[config.mk]
export PLATFORM = sky130hd
export DESIGN_NAME = theta_slice_ctrl
export DESIGN_NICKNAME = d
export VERILOG_FILES = /design/src/rtl/theta_pkg.sv /design/src/rtl/theta_slice_ctrl_slice_theta.sv /design/src/rtl/theta_slice_ctrl.sv
export SDC_FILE = /design/constraint.sdc
export NUM_CORES = 1
export LEC_CHECK = 0
export BUFFER_PORTS_ARGS = -buffer_cell sky130_fd_sc_hd__buf_2
export CAP_MARGIN = 5
export CORE_ASPECT_RATIO = 0.75
export CORE_UTILIZATION = 44
export CTS_CLUSTER_DIAMETER = 150
export DETAILED_ROUTE_END_ITERATION = 10
export HOLD_SLACK_MARGIN = 0.02
export PLACE_DENSITY = 0.88
export SETUP_SLACK_MARGIN = 0.3
export SLEW_MARGIN = 20
export SYNTH_ARGS = -nofsm -noshare
export SYNTH_HDL_FRONTEND = slang
export SYNTH_SLANG_ARGS = --single-unit
[constraint.sdc]
create_clock -name clk -period 1.9 [get_ports clk]
set_input_delay 0.38 -clock clk [delete_from_list [all_inputs] [get_ports clk]]
set_output_delay 0.38 -clock clk [all_outputs]
set_load 0.005 [all_outputs]
[src/rtl/theta_pkg.sv]
`default_nettype none
// +----------------------------------------------------------------------------+
// | theta_pkg: shared widths, FSM states and column parity for slice theta.    |
// | Revision: 1.0                                                              |
// +----------------------------------------------------------------------------+
package theta_pkg;

   localparam int SLICE_W  = 25;
   localparam int LANE_DIM = 5;

   typedef enum logic [2:0] {
      ST_IDLE  = 3'd0,
      ST_PRIME = 3'd1,
      ST_LOAD  = 3'd2,
      ST_RUN   = 3'd3,
      ST_DONE  = 3'd4
   } theta_state_t;

   // Each 5-bit row holds x=0..4, so XOR of the rows is the column parity.
   function automatic logic [LANE_DIM-1:0] col_parity(input logic [SLICE_W-1:0] slice);
      logic [LANE_DIM-1:0] p;
      p = '0;
      for (int y = 0; y < LANE_DIM; y++) begin
         p = p ^ slice[y*LANE_DIM +: LANE_DIM];
      end
      return p;
   endfunction

endpackage
`default_nettype wire

[src/rtl/theta_slice_ctrl_slice_theta.sv]
`default_nettype none
// +----------------------------------------------------------------------------+
// | slice_theta: combinational theta update of one slice given prior parity.  |
// | Revision: 1.0                                                              |
// +----------------------------------------------------------------------------+
module slice_theta
   import theta_pkg::*;
(
   input  logic [SLICE_W-1:0]  slice,
   input  logic [LANE_DIM-1:0] c_prev,
   output logic [SLICE_W-1:0]  slice_out,
   output logic [LANE_DIM-1:0] c_cur
);

   logic [LANE_DIM-1:0] w_d;

   assign c_cur = col_parity(slice);

   generate
      for (genvar x = 0; x < LANE_DIM; x++) begin : g_d
         assign w_d[x] = c_cur[(x + LANE_DIM - 1) % LANE_DIM] ^ c_prev[(x + 1) % LANE_DIM];
      end
      for (genvar y = 0; y < LANE_DIM; y++) begin : g_row
         assign slice_out[y*LANE_DIM +: LANE_DIM] = slice[y*LANE_DIM +: LANE_DIM] ^ w_d;
      end
   endgenerate

endmodule
`default_nettype wire

[src/rtl/theta_slice_ctrl.sv]
`default_nettype none
// +----------------------------------------------------------------------------+
// | theta_slice_ctrl: walks the slice memory applying theta in place.          |
// | Revision: 1.0                                                              |
// +----------------------------------------------------------------------------+
module theta_slice_ctrl
   import theta_pkg::*;
#(
   parameter int N_SLICES = 64,
   parameter int ADDR_W   = 6
)
(
   input  logic               clk,
   input  logic               rst,
   input  logic               start,
   output logic               busy,
   output logic               done,
   output logic               rd_en,
   output logic [ADDR_W-1:0]  rd_addr,
   input  logic [SLICE_W-1:0] rd_data,
   output logic               wr_en,
   output logic [ADDR_W-1:0]  wr_addr,
   output logic [SLICE_W-1:0] wr_data
);

   localparam logic [ADDR_W-1:0] C_LAST = ADDR_W'(N_SLICES - 1);

   theta_state_t        r_state;
   theta_state_t        w_state_nxt;
   logic [ADDR_W-1:0]   r_z;
   logic [ADDR_W-1:0]   w_z_nxt;
   logic [LANE_DIM-1:0] r_c_prev;
   logic [LANE_DIM-1:0] w_c_prev_nxt;
   logic [SLICE_W-1:0]  w_slice_out;
   logic [LANE_DIM-1:0] w_c_cur;

   slice_theta u_slice_theta (
      .slice     (rd_data),
      .c_prev    (r_c_prev),
      .slice_out (w_slice_out),
      .c_cur     (w_c_cur)
   );

   always_ff @(posedge clk or posedge rst) begin
      if (rst) begin
         r_state  <= ST_IDLE;
         r_z      <= '0;
         r_c_prev <= '0;
      end else begin
         r_state  <= w_state_nxt;
         r_z      <= w_z_nxt;
         r_c_prev <= w_c_prev_nxt;
      end
   end

   always_comb begin
      w_state_nxt  = r_state;
      w_z_nxt      = r_z;
      w_c_prev_nxt = r_c_prev;
      busy         = 1'b0;
      done         = 1'b0;
      rd_en        = 1'b0;
      rd_addr      = '0;
      wr_en        = 1'b0;
      wr_addr      = '0;
      wr_data      = '0;

      case (r_state)
         ST_IDLE: begin
            if (start) begin
               w_state_nxt = ST_PRIME;
            end
         end

         // Slice N-1 is fetched first so its parity seeds the wrap to slice 0.
         ST_PRIME: begin
            busy        = 1'b1;
            rd_en       = 1'b1;
            rd_addr     = C_LAST;
            w_state_nxt = ST_LOAD;
         end

         ST_LOAD: begin
            busy         = 1'b1;
            rd_en        = 1'b1;
            rd_addr      = '0;
            w_c_prev_nxt = w_c_cur;
            w_z_nxt      = '0;
            w_state_nxt  = ST_RUN;
         end

         ST_RUN: begin
            busy         = 1'b1;
            wr_en        = 1'b1;
            wr_addr      = r_z;
            wr_data      = w_slice_out;
            w_c_prev_nxt = w_c_cur;
            if (r_z < C_LAST) begin
               rd_en   = 1'b1;
               rd_addr = r_z + 1'b1;
               w_z_nxt = r_z + 1'b1;
            end else begin
               w_state_nxt = ST_DONE;
            end
         end

         ST_DONE: begin
            done        = 1'b1;
            w_state_nxt = ST_IDLE;
         end

         default: begin
            w_state_nxt = ST_IDLE;
         end
      endcase
   end

endmodule
`default_nettype wire

== After elaboration in Yosys (flattened, before gate mapping) ==
Index checks and enable logic that the tools add are counted.
Storage, ports and cells
  register bits after elaboration: 14
  input bits: 28
  output and inout port bits: 41
  word-level logic and storage cells: 47
Cells by class
  add/subtract/negate cells: 1
  $lt $le $gt $ge: 1
  equal/unequal tests: 7
  multiplexer cells: 14
  bitwise logic cells: 14
  reductions and logical operators: 7
Operators with widths (number)
  $xor A5 B5 Y5: 9
  $mux W25: 1
  $pmux W6 S2: 2
  $mux W6: 3
  $pmux W3 S4: 1
  $add A6 B1 Y6 const B: 1
  $eq A3 B2 Y1 const B: 2
  $lt A6 B6 Y1 const B: 1
  $mux W3: 2
  $ne A2 B2 Y1 const B: 3
  $xor A1 B1 Y1: 5
  $mux W1: 4
  $reduce_and A2 Y1: 2
  $reduce_or A2 Y1: 2
  $eq A3 B1 Y1 const B: 1
  $eq A3 B3 Y1 const B: 1
  $logic_not A3 Y1: 1
  $reduce_or A3 Y1: 1
  $pmux W1 S2: 1
  $reduce_bool A2 Y1: 1

== Depth between registers and ports, before layout ==
  depth after elaboration: 7
  mapped depth: 7
  depth with buffers taken out: 5

== Modules after synthesis ==
From an unflattened synthesis, not the netlist that was laid out.
Unflattened totals
  cells, all modules: 190
  area total of the unflattened synthesis: 1665.3 um^2
By module, submodules not included
  theta_slice_ctrl: times used 1, cells each 133, area an instance 1037.2 um^2
  slice_theta: times used 1, cells each 57, area an instance 628.1 um^2

== Least setup slack after synthesis ==
No wires, ideal clock.
  path type: input -> output
  from: in rd_data[7]
  to: out wr_data[13]
  data arrival time: 1.510 ns
  data required time: 1.520 ns
  setup slack: 0.010 ns
  stages on the path: 4
  buffers on the path: 0
  cells stage by stage: xnor3_2 -> xnor3_2 -> xor2_1 -> nor2_1
Between the ends
  cells in the longest elaborated chain, start to end: 7
RTL lines
  start, declared: RTL line theta_slice_ctrl.sv:20  | input logic [SLICE_W-1:0] rd_data,
  $xor A5 B5 Y5 (4 in a row): RTL line theta_pkg.sv:24  | p = p ^ slice[y*LANE_DIM +: LANE_DIM];
  $xor A1 B1 Y1: RTL line theta_slice_ctrl_slice_theta.sv:21  | assign w_d[x] = c_cur[(x + LANE_DIM - 1) % LANE_DIM] ^ c_prev[(x + 1) % LANE_DIM];
  $xor A5 B5 Y5: RTL line theta_slice_ctrl_slice_theta.sv:24  | assign slice_out[y*LANE_DIM +: LANE_DIM] = slice[y*LANE_DIM +: LANE_DIM] ^ w_d;
  $mux W25: RTL line theta_slice_ctrl.sv:68  | case (r_state)
  end, declared: RTL line theta_slice_ctrl.sv:23  | output logic [SLICE_W-1:0] wr_data
Every way passes these cells.

== Worst setup path in the final report ==
  from: in rd_data[21]
  to: out wr_data[2]
Between the ends
  cells in the longest elaborated chain, start to end: 4
RTL lines (RTL line)
  $xor A5 B5 Y5: theta_pkg.sv:24
  $xor A1 B1 Y1: theta_slice_ctrl_slice_theta.sv:21
  $xor A5 B5 Y5: theta_slice_ctrl_slice_theta.sv:24
  $mux W25: theta_slice_ctrl.sv:68
Every way passes these cells.

==> impl_metrics.yaml <==
run_status:
  run_status: "complete, but fails checks"
  violations_in_the_final_reports: "negative setup slack"
logic_synthesis:
  synth_enable_flop_cells: 0
  average_footprint_of_a_synthesized_cell_um2: 9.255
  synthAdderAreaFrac: 0.007770
  post_synth_instance_area_um2: 1610
  synth_seq_cells: 14
  synthSimpleGateAreaFrac: 0.2044
  synth_top_family_by_area: "XOR/XNOR gates"
  synth_ff_type: "sky130_fd_sc_hd__dfrtp_1"
  compound_cell_area_share_of_the_yosys_netlist: 0.09790
  async_flop_share: 1.000
  synthesis.yosys.warnings: 0
  post_synth_inst_count: 174
  post_synth_num_cell_types: 32
  synth_sequential_area_ratio: 0.2176
  synthesis.nets: 203
  post_synth_mux_area_share: 0.01321
  yosys.area_share.xor_xnor: 0.4258
finish:
  commonest_non_fill_non_tap_cell_in_the_layout: "sky130_fd_sc_hd__buf_2"
  design_area_um2: 2809
  layout.filler_cells: 178
  fin_nets: 311
  final_cell_count_no_fill: 331
  layout.area.seq_um2: 355.3
  drive_gt1_frac: 0.5943
  n_antenna_cell: 0
  layout.cells.most_common_list: "sky130_fd_sc_hd__buf_2, sky130_fd_sc_hd__buf_4, sky130_fd_sc_hd__nor2_1, sky130_fd_sc_hd__buf_6, sky130_fd_sc_hd__xnor2_1"
  flow.area_growth_from_synthesis_pct: 74.44
  multiInputGateArea_um2: 1456
route:
  via_count: 1735
  antenna_nets_post_route: 0
  wl_per_cell_um: 17.28
  route.detailed.drc: 0
  router_iterations_before_antenna_repair: 4
  drt_first_iter_violations: 116
  post_drt_via_cell_ratio: 5.242
  drt_wl_total_mm: 5.719
floorplanning:
  fp.dieH_um: 54.39
  die-width_um: 71.86
  die_area_um2: 3908
  placementRows: 18
  floorplan.core_area_um2: 3401
  initial_core_utilization: 0.4735
  io-pin-count: 69
clock_tree:
  cts_tree: "yes"
  clock_slew_seen_by_the_registers_of_the_worst_setup_and_hold_paths_ps: 60
  cts_num_sinks: 14
  worstSkewPairLatency_ps: 250
  post_cts_hold_buffer_count: 0
  clock_tree.buffer_depth: 2
  number_of_buffers_created_by_cts: 3
  cts-root-buf: "sky130_fd_sc_hd__clkbuf_8"
  cts-htree-levels: 1
setup_path:
  launching_element_of_the_worst_setup_path: "rd_data[21]"
  worst_ep_required_time_ps: 1520
  r2r_start: "r_z[0]"
  cp-start-kind: "primary input"
  worst_setup_path_end_kind: "output pin"
  largest_fanout_on_the_critical_path: 5
  timing.critical_path.arrival_ps: 1710
  reg2reg_depth: 8
  reg2reg_slack_ps: -20
  timing.rr.end: "r_z[0]"
  criticalPathCategory: "primary input to output pin"
power_and_ir_drop:
  total_switching_power_uw: 2186
  power.share.clock: 0.056
  internal_power_uw: 2987
  powerDensity_nw_per_um2: 1842
  power_leakage_uw: 0.001448
  seqPwrFrac: 0.133
  power.combinational.fraction: 0.812
  power.ir.vdd_worst_mv: 1.190
  power.switching_fraction: 0.4226
sta:
  tightest_hold_margin_ps: 168.2
  max_slew.worst_pin.slew_ps: 554.5
  post-route-min-period_ps: 2086
  min_period_over_period: 1.098
  finalClockSkew_ps: 9.099
  clock.fmax_mhz: 479.3
  final_max_slew_viol_count: 0
  final.setup.worst_slack_ps: -186.5
  final_number_of_hold_violating_endpoints: 0
  fin_tns_setup_ps: -2073
  slew-limit-headroom: 0.6299
  rsz0062_at_grt: "true"
  setup_viol_count_final: 28
global_routing:
  grt_pass1_vias: 1492
  grt_antenna_before_repair: 0
  grt_remaining_overflow: 0
  groute.usage.overall: 0.2553
  grt_max_degree: 15
  grt_pass1_wl_mm: 7.355
placement:
  detailed_place_hpwl_mm: 2.866
  dpl_cell_area_um2: 2217
  pre_cts_ws_ps: -116.2
  placedCellCount: 305
  placement.io_buffers: 68
  gp_congestion: 0.8494
hold_path:
  timing.hold.worst.class: "primary input to async pin"
flow_run:
  max_cap_viol_count: 0
power groups by stage:
stage / Sequential (µW) / Clock [µW] / Combinational [µW]
global route: 698 / 304 / 4530
detailed placement: 596 / 0 / 3150
global placement: 588 / 0 / 3100
finish: 685 / 289 / 4200
CTS: 618 / 286 / 3680
floorplan: 577 / 0 / 2100
cell families (layout without fill, tap and decap cells):
group / Yosys count / in the layout
buffers and inverters: 13 / 120
adder cells (fa/ha/maj): 1 / 1
multiplexers: 2 / 2
XOR/XNOR: 49 / 49
AO/OA/AOI/OAI: 27 / 27
flip-flops: 14 / 14
AND/OR/NAND/NOR: 68 / 68
through the flow:
step	utilization	total power, µW
after global routing	0.8260	5535
final	0.8260	5173
after floorplan	-	2680
after global placement	0.6520	3684
after detailed placement	0.6520	3742
after CTS	0.7675	4587
layer usage:
metal	part of all wire	vias up	global-route usage	routed length (µm)
li1	-	795	-	-
met1	0.40	835	0.3380	2277
met2	0.51	85	0.4544	2934
met3	0.062	20	0.03683	353
met4	0.027	0	0.05556	153
met5	0	-	0	0
repair_timing:
action,in CTS,in global routing
pin swaps,23,23
resized for setup,40,39
setup buffers,15,6
gates cloned,1,0
endpoints found under the hold margin,0,0
setup endpoints to repair,39,44
cells in the mapped netlist, drive strengths merged, types with 2 or more instances:
cell type | count | area [µm²]
nor2 | 30 | 112.6
xnor2 | 26 | 227.7
xnor3 | 16 | 365.4
and2 | 15 | 93.84
dfrtp | 14 | 350.3
a21oi | 12 | 60.06
nand2 | 12 | 45.04
o21ai | 7 | 35.03
buf | 6 | 27.53
inv | 5 | 18.77
xor2 | 5 | 43.79
o21a | 4 | 30.03
nand3 | 3 | 27.53
a22o | 2 | 17.52
clkbuf | 2 | 7.510
nand2b | 2 | 15.02
nor3 | 2 | 10.01
xor3 | 2 | 48.79
flip-flops by register name (all words and copies together), names as in the netlist:
signal    count
r_z           6
r_c_prev      5
r_state       3
critical path: stages:
cell,delay [ps]
sky130_fd_sc_hd__buf_6,90
sky130_fd_sc_hd__xor3_1,400
sky130_fd_sc_hd__xnor3_2,380
sky130_fd_sc_hd__xnor2_1,190
sky130_fd_sc_hd__nor2_1,130
sky130_fd_sc_hd__buf_2,130
cell type report:
cell class                 count  share of cell area
timing repair inverter         1            0.003118
inverter                       5            0.009354
multi-input combinational    147              0.5185
clock buffer                   4             0.01960
sequential                    14              0.1265
timing repair buffer         110              0.3007
tap                           50             0.02227
worst max path at each step:
stage | to | depth (start not counted)
after global routing | wr_data[4] | 5
after detailed placement | wr_data[12] | 6
final | wr_data[2] | 6
after floorplan | wr_data[13] | 4
after CTS | wr_data[19] | 5
after global placement | wr_data[7] | 6
No activity file was read; power rests on OpenSTA's default activity.
